`config.mk`:
```
export PLATFORM = sky130hd
export DESIGN_NAME = clock_div_switch
export DESIGN_NICKNAME = d
export VERILOG_FILES = /design/src/rtl/clock_div_switch_pkg.sv /design/src/rtl/clock_div_switch_cnt.sv /design/src/rtl/clock_div_switch.sv
export SDC_FILE = /design/constraint.sdc
export NUM_CORES = 1
export LEC_CHECK = 0
export ABC_AREA = 1
export CAP_MARGIN = 30
export CORE_MARGIN = 1.5
export CORE_UTILIZATION = 42
export CTS_CLUSTER_DIAMETER = 80
export DETAILED_ROUTE_END_ITERATION = 8
export PLACE_DENSITY = 0.81
export SYNTH_ARGS = -nofsm -noshare
export SYNTH_HDL_FRONTEND = slang
export SYNTH_SLANG_ARGS = --single-unit
```
`constraint.sdc`:
```
create_clock -name clk -period 2.2 [get_ports clk]
set_input_delay 0.33 -clock clk [delete_from_list [all_inputs] [get_ports clk]]
set_output_delay 0.33 -clock clk [all_outputs]
set_load 0.005 [all_outputs]
```
`src/rtl/clock_div_switch_pkg.sv`:
```
// Shared definitions for the glitch-free switchable clock divider.
// Holds the switch FSM state encoding used by the top-level controller.
package clock_div_switch_pkg;

    localparam int STATE_W = 2;

    // RUN: divide on the active channel; DRAIN: finish the high phase on the
    // old channel; GAP: hold clk_out low before handing over to the target.
    typedef enum logic [STATE_W-1:0] {
        RUN   = 2'd0,
        DRAIN = 2'd1,
        GAP   = 2'd2
    } state_e;

endpackage

```
`src/rtl/clock_div_switch_cnt.sv`:
```
// Half-period counter with a greater-or-equal compare against the active limit.
// The >= compare lets a shrinking limit take effect at the next compare
// instead of waiting for the counter to wrap.
module clock_div_switch_cnt
    import clock_div_switch_pkg::*;
#(
    parameter int DIV_W = 8
) (
    input  logic             clk,
    input  logic             reset,
    input  logic             clear_i,
    input  logic             inc_i,
    input  logic [DIV_W-1:0] limit_i,
    output logic             hit_o
);

    logic [DIV_W-1:0] cnt_q;

    // Count up while enabled; clear wins so a toggle always restarts at zero.
    always_ff @(posedge clk or posedge reset) begin
        // NOTE: state flops use <= so every flop samples pre-edge values,
        // independent of the order the always blocks are evaluated in.
        if (reset) begin
            cnt_q <= '0;
        end else if (clear_i) begin
            cnt_q <= '0;
        end else if (inc_i) begin
            cnt_q <= cnt_q + DIV_W'(1);
        end
    end

    assign hit_o = (cnt_q >= limit_i);

endmodule

```
`src/rtl/clock_div_switch.sv`:
```
// Switchable clock divider: NUM_SEL channels, each with half-period
// div_cfg[i]+1 clk cycles. A channel change drains the current high phase,
// forces a GAP_CYC-cycle low gap, then hands over so no runt pulse appears.
// Optional feature: define CLOCK_DIV_SWITCH_CNT_EN to add a saturating
// switch_cnt[7:0] output counting completed switches.
module clock_div_switch
    import clock_div_switch_pkg::*;
#(
    parameter  int NUM_SEL = 4,
    parameter  int DIV_W   = 8,
    parameter  int GAP_CYC = 2,
    localparam int SEL_W   = $clog2(NUM_SEL)
) (
    input  logic                     clk,
    input  logic                     reset,
    input  logic [SEL_W-1:0]         sel,
    input  logic [NUM_SEL*DIV_W-1:0] div_cfg,
    output logic                     clk_out,
    output logic [SEL_W-1:0]         sel_active,
    output logic                     busy,
    output logic                     switch_done
`ifdef CLOCK_DIV_SWITCH_CNT_EN
    ,
    output logic [7:0]               switch_cnt
`endif
);

    localparam int          GAP_W    = (GAP_CYC > 1) ? $clog2(GAP_CYC) : 1;
    localparam [GAP_W-1:0]  GAP_LAST = GAP_W'(GAP_CYC - 1);

    state_e           state_q;
    logic             clk_out_q;
    logic [SEL_W-1:0] sel_active_q;
    logic [SEL_W-1:0] target_q;
    logic [GAP_W-1:0] gap_q;
    logic             busy_q;
    logic             done_q;
    logic             armed_q;

    logic [DIV_W-1:0] limit;
    logic             sel_ok;
    logic             req;
    logic             gap_exit;
    logic             cnt_hit;
    logic             cnt_clear;
    logic             cnt_inc;

    assign limit    = div_cfg[int'(sel_active_q) * DIV_W +: DIV_W];
    assign sel_ok   = (int'(sel) < NUM_SEL);
    // armed_q masks the first cycle after reset so ch0 always starts cleanly.
    assign req      = armed_q && (sel != sel_active_q) && sel_ok;
    assign gap_exit = (state_q == GAP) && (gap_q == GAP_LAST);

    // Counter control: run on the active channel, hold at zero through GAP.
    always_comb begin
        // NOTE: defaults first so every path assigns both outputs and no
        // latch is inferred.
        cnt_clear = 1'b0;
        cnt_inc   = 1'b0;
        unique case (state_q)
            RUN: begin
                if ((req && !clk_out_q) || cnt_hit) cnt_clear = 1'b1;
                else                                cnt_inc   = 1'b1;
            end
            DRAIN: begin
                if (cnt_hit) cnt_clear = 1'b1;
                else         cnt_inc   = 1'b1;
            end
            default: cnt_clear = 1'b1;
        endcase
    end

    clock_div_switch_cnt #(
        .DIV_W (DIV_W)
    ) u_cnt (
        .clk     (clk),
        .reset   (reset),
        .clear_i (cnt_clear),
        .inc_i   (cnt_inc),
        .limit_i (limit),
        .hit_o   (cnt_hit)
    );

    // Switch FSM with registered clk_out, busy and switch_done.
    always_ff @(posedge clk or posedge reset) begin
        if (reset) begin
            state_q      <= RUN;
            clk_out_q    <= 1'b0;
            sel_active_q <= '0;
            target_q     <= '0;
            gap_q        <= '0;
            busy_q       <= 1'b0;
            done_q       <= 1'b0;
            armed_q      <= 1'b0;
        end else begin
            armed_q <= 1'b1;
            done_q  <= 1'b0;
            unique case (state_q)
                RUN: begin
                    if (req) begin
                        target_q <= sel;
                        busy_q   <= 1'b1;
                        // A high phase that ends on this very edge needs no drain.
                        if (!clk_out_q || cnt_hit) begin
                            clk_out_q <= 1'b0;
                            gap_q     <= '0;
                            state_q   <= GAP;
                        end else begin
                            state_q   <= DRAIN;
                        end
                    end else if (cnt_hit) begin
                        clk_out_q <= ~clk_out_q;
                    end
                end
                DRAIN: begin
                    if (cnt_hit) begin
                        clk_out_q <= 1'b0;
                        gap_q     <= '0;
                        state_q   <= GAP;
                    end
                end
                GAP: begin
                    if (gap_exit) begin
                        sel_active_q <= target_q;
                        busy_q       <= 1'b0;
                        done_q       <= 1'b1;
                        state_q      <= RUN;
                    end else begin
                        gap_q <= gap_q + GAP_W'(1);
                    end
                end
                default: begin
                    busy_q  <= 1'b0;
                    state_q <= RUN;
                end
            endcase
        end
    end

    assign clk_out     = clk_out_q;
    assign sel_active  = sel_active_q;
    assign busy        = busy_q;
    assign switch_done = done_q;

`ifdef CLOCK_DIV_SWITCH_CNT_EN
    logic [7:0] switch_cnt_q;

    // Saturating count of completed switches, stepping with switch_done.
    always_ff @(posedge clk or posedge reset) begin
        if (reset) begin
            switch_cnt_q <= '0;
        end else if (gap_exit && (switch_cnt_q != 8'hFF)) begin
            switch_cnt_q <= switch_cnt_q + 8'd1;
        end
    end

    assign switch_cnt = switch_cnt_q;
`endif

endmodule
```
# Word-level counts from Yosys, hierarchy flattened
# Cells that the tools add are included.
# totals
elab_cells	67
out_inout_bits	5
input_bits	36
ff_bits	19
# op_classes
n_lt_le_gt_ge	1
add_sub_neg	2
n_eq_ne	10
n_reduce_logical	16
shift	1
bitwise	2
muxes	26
# ops
op	count
32-bit by 6-bit variable part select with 8-bit output	1
8-bit 2-to-1 mux	2
1-bit 2-to-1 mux	14
2-bit != test, second input constant	5
8-bit by 1-bit adder with 8-bit output, second input constant	1
8-bit >= comparator	1
2-bit 2-to-1 mux	4
3-bit != test, second input constant	2
1-bit case mux with 2 select lines	3
1-bit case mux with 3 select lines	2
2-bit case mux with 3 select lines	1
3-bit AND reduction	2
5-bit AND reduction	1
2-bit AND reduction	2
4-bit AND reduction	1
2-bit nonzero test	2
1-bit logical AND	3
3-bit nonzero test	1
2-bit by 1-bit == test with 1-bit output, second input constant	1
2-bit == test, second input constant	1
2-bit zero test	1
1-bit logical OR	2
2-bit != test	1
1-bit NOT	2
other kinds (2)	2

# Longest topological paths before layout
# depth
ltp_word	8
ltp_mapped	19
depth_no_buf	17

# By module
# A second synthesis with hierarchy kept.
# hier_totals
hier_cells	211
hier_area_um2	1465.2
# modules_own_cells
module	area_each_um2	instances	cells_each	seq_area_each_um2
clock_div_switch	804.5	1	117	275.3
clock_div_switch_cnt	660.6	1	94	200.2

# Worst setup path before layout
# Ideal clock, no wire load.
# synth_path
path_type	reg2reg
from	reg sel_active_q[0] (netlist: sel_active[0])
to	reg state_q[1]
period_less_slack_ns	2.342
setup_slack_ns	-0.142
t_required_ns	2.087
n_path_buf	2
setup_time_ns	0.113
t_arrival_ns	2.229
path_stages_with_launch	16
path_cell_list	dfrtp_1 -> buf_4 -> inv_1 -> buf_2 -> nand2_1 -> a32o_1 -> ha_1 -> a21o_1 -> nor2_1 -> nand2_1 -> nor2_4 -> nand2_1 -> nand2_1 -> nand2_1 -> nand2_1 -> inv_1
# synth_between
elab_chain_cells	6
elab_cells_between_ends	11
cone_classes	order compare (1); eq/ne (3); shift (1); mux (3); reduce/logical (3)
# synth_rtl
element	line_no	source
start: declaration	clock_div_switch.sv:33	logic [SEL_W-1:0] sel_active_q;
start signal: assignment	clock_div_switch.sv:124	sel_active_q <= target_q;
32-bit by 6-bit variable part select with 8-bit output	clock_div_switch.sv:48	assign limit = div_cfg[int'(sel_active_q) * DIV_W +: DIV_W];
8-bit >= comparator	clock_div_switch_cnt.sv:32	assign hit_o = (cnt_q >= limit_i);
1-bit logical OR	clock_div_switch.sv:104	if (!clk_out_q || cnt_hit) begin
2-bit 2-to-1 mux	clock_div_switch.sv:104	
2-bit 2-to-1 mux	clock_div_switch.sv:100	if (req) begin
2-bit case mux with 3 select lines	clock_div_switch.sv:98	unique case (state_q)
end signal: assignment	clock_div_switch.sv:107	state_q <= GAP;
end signal: assignment	clock_div_switch.sv:109	state_q <= DRAIN;
end signal: assignment	clock_div_switch.sv:119	state_q <= GAP;
end: declaration	clock_div_switch.sv:31	state_e state_q;
# Parallel ways exist; a longest one is shown, timed or not. The select of a mux whose other input is x is not followed.
# A chain may end at the register's enable or synchronous reset.

# Worst setup path in the final report
# Ends and elaborated chain as after synthesis.

==> summary.txt <==
Layout
  • Nets@finish: 292
  • Layout area overhead: 46.82%
  • Final instance area: 2048 sq um
  • Multi-input logic area: 862.1 sq um
  • Reg area: 476.7 sq um
  • Filler Cell Count: 280
  • Share of cells above drive strength 1: 16.46%
  • Antenna diodes: 0

Yosys
  • Ys async rst share: 100.0%
  • Mean post-synth cell area: 7.421 sq um
  • Top cells by area, synth: dfrtp_1, nand2_1, ha_1, inv_1, nor2_1
  • Seq/Total Area, Yosys: 34.08%
  • Post-Syn Area: 1395 sq um
  • Net Count, Synth: 236
  • Post-synth top flop: dfrtp_1
  • Synth top area share: 34.08%
  • Post-Syn Instances: 188
  • Top cell type by total area after synthesis: dfrtp_1
  • Yosys reg bits: 19
  • Unique masters post-synth: 28
  • Ys Warns: 0
  • EDFF count, synth: 0

Floorplan
  • Area of the core: 3103 sq um
  • DIE HEIGHT: 60.64 um
  • Initial core utilization: 44.96%
  • Std cell rows: 20
  • Horiz. Die Dim: 60.64 um
  • Die Area: 3677 sq um
  • Top-level I/O count: 41

Power and ir drop
  • Clock Power Share: 8.2%
  • Seq pwr share: 24.1%
  • Switching power share of the total: 44.44%
  • Combinational share of power: 67.7%
  • Internal: 1.281 mW
  • Design Power: 2.306 mW
  • Leak: 0.9946 nW
  • P_sw: 1.025 mW
  • Power Density: 1126 nW/um^2
  • Peak supply drop: 0.0007281 V

Critical path
  • Crit path launch type: register
  • Cells along the critical path: buf_4 -> nand2_1 -> a32o_1 -> ha_1 -> a21o_1 -> nor2_2 -> buf_4 -> nand4_1 -> nand2_1 -> buf_4 -> nand2_1 -> nand2_1 -> inv_1
  • WP data required: 2.42 ns
  • Worst r2r path cells: 13
  • CP peak stage delay: 0.48 ns
  • Worst reg-to-reg setup slack: 0.02 ns
  • RR Startpoint: sel_active[0]
  • Worst path top cell family by delay: flip-flops
  • Crit Path Category: reg -> reg
  • Critical path capture point type: register
  • Slowest cell on the critical path: dfrtp_2
  • Data arrival, critical path: 2.41 ns
  • Number of cells on the critical path: 13
  • Critical path's most frequent cell: nand2_1
  • Max FO, Critical Path: 6
  • FF-to-FF End: state_q[1]
  • Buffer and inverter count on the worst path: 4

Route
  • DRT Pass-1 Iters: 4
  • # DRC: 0
  • Routed wire length per instance: 11.32 um
  • DRT Wirelength: 3.250 mm
  • Via/cell ratio: 4.875
  • DR vias: 1399
  • Final ANT Viol Nets: 0
  • Drt initial violations: 78

STA
  • Setup slack after layout: 0.01506 ns
  • Max Fclk: 457.7 MHz
  • RSZ-0062 raised after global routing: yes
  • Slew Viols, Final: 0
  • Rel. slew slack: 52.33%
  • Minimum clock period: 2.185 ns
  • Fin crit share: 99.32%
  • Setup Skew: 0.006838 ns
  • Slew at the pin closest to its max-slew limit: 0.7143 ns
  • Final setup fails: 0
  • Final Hold Vio Count: 0

Clock tree
  • # hold bufs at CTS: 0
  • CTS tree: yes
  • Clk sinks: 19
  • CTS root buf: clkbuf_4
  • Clock transition at path regs: 0.12 ns
  • Clk buf depth: 2
  • Clk Latency, worst-skew pair: 0.31 ns
  • H-tree Lvls: 1
  • Cts bufs inserted: 3

Global route
  • Routing usage on met1: 22.39%
  • Gr usage total: 18.11%
  • Initial antenna violation count: 0
  • First-pass GRT wire length: 5.071 mm
  • Most Crowded Layer GR: met2
  • Met2 usage: 31.34%
  • GR met3 Demand/Resource: 4.264%
  • Vias in the first global route: 1271
  • Grt total ovfl: 0
  • Pin count of the biggest net entering global routing: 20

Placement
  • IO Port Bufs: 40
  • Cell Area, Placed: 1938 sq um
  • Routability cong.: 0.8489
  • Detailed Place HPWL: 2.507 mm
  • Pre-CTS setup slack: -0.2037 ns

Outcome
  • Outcome: finished, final reports clean

Flow run
  • Max_cap viols: 0

Worst hold path
  • Worst hold path type: in -> async
[cells by family after synthesis]
| logic type | count (synthesis) | synth area share, % |
|---|---|---|
| flops | 19 | 34.08 |
| compound gates | 30 | 14.80 |
| other cells | 1 | 0.2688 |
| xor+xnor | 6 | 4.306 |
| buf+inv | 26 | 7.354 |
| fa+ha+maj | 12 | 10.76 |
| simple gates | 94 | 28.43 |
[flip-flops by register name, indices dropped and copies added (netlist names)]
signal / cells
clk_out: 1
busy: 1
switch_done: 1
target_q: 2
armed_q: 1
gap_q: 1
state_q: 2
u_cnt.cnt_q: 8
sel_active: 2
[through the flow]
step           TNS (ns)  hold slack [ns]  util [%]  instances
3_5_place_dp     -2.073           0.4693     62.46        280
3_3_place_gp     -1.555           0.4494     62.46        280
5_1_grt         -0.8093           0.4877     66.01        287
6_report              0           0.4153     66.01        287
4_1_cts               0           0.4415     63.79        285
2_1_floorplan         0           0.2811         -        188
[Yosys cell counts, types with 2 or more instances]
master,instances
a32o_1,7
nand2_1,58
a21oi_1,9
nand3_1,5
xnor2_1,3
inv_1,22
o21ai_1,2
nand2_2,3
nand4_1,2
dfrtp_1,19
nor2_1,20
nor3_1,2
o21ai_0,8
xor2_1,2
nor3_2,2
ha_1,12
[how the worst max path moves through the flow]
stage                        from              to  slack, ns
floorplan           sel_active[0]      state_q[1]       0.01
global placement      div_cfg[15]      state_q[1]      -0.17
detailed placement    div_cfg[15]      state_q[1]      -0.20
CTS                 sel_active[0]  u_cnt.cnt_q[6]      0.008
global route        sel_active[0]      state_q[0]      -0.12
finish              sel_active[0]      state_q[1]       0.02
[metal layers]
layer  routed length [um]  share of wire, %
met2                 1434                44
met4                   55               1.7
met5                    0                 0
met1                 1463                45
met3                  297               9.1
[cell type report]
| cell class | instances | area share, % |
|---|---|---|
| clock buffer | 3 | 1.100 |
| clock inverter | 1 | 0.3665 |
| inverter | 22 | 4.276 |
| multi-input combinational | 143 | 42.09 |
| sequential | 19 | 23.27 |
| tap | 44 | 2.688 |
| timing repair buffer | 55 | 26.21 |
[what timing repair did]
action	CTS	global route
resized for setup	2	14
endpoints found under the setup margin	12	12
setup buffers	1	2
cloned	0	0
pin swaps	1	2
endpoints found under the hold margin	0	0
[cell usage in the layout (no fill, tap or decap), drive strengths merged, types with 2 or more instances in the layout]
cell type,instances
a32o,7
a21oi,9
o21ai,11
xnor2,4
clkbuf,3
clkdlybuf4s50,40
inv,21
nor2,22
xor2,2
ha,12
nand4,2
nor3,4
dfrtp,19
nand3,5
nand2,61
buf,15
[power groups by stage]
stage / Combinational, mW / Sequential, mW / Clock [mW]
2_1_floorplan: 1.01 / 0.537 / 0
3_3_place_gp: 1.40 / 0.555 / 0
3_5_place_dp: 1.45 / 0.557 / 0
4_1_cts: 1.47 / 0.551 / 0.196
5_1_grt: 1.77 / 0.569 / 0.208
6_report: 1.56 / 0.555 / 0.189
Note: power is estimated with default switching activity, not from simulation.
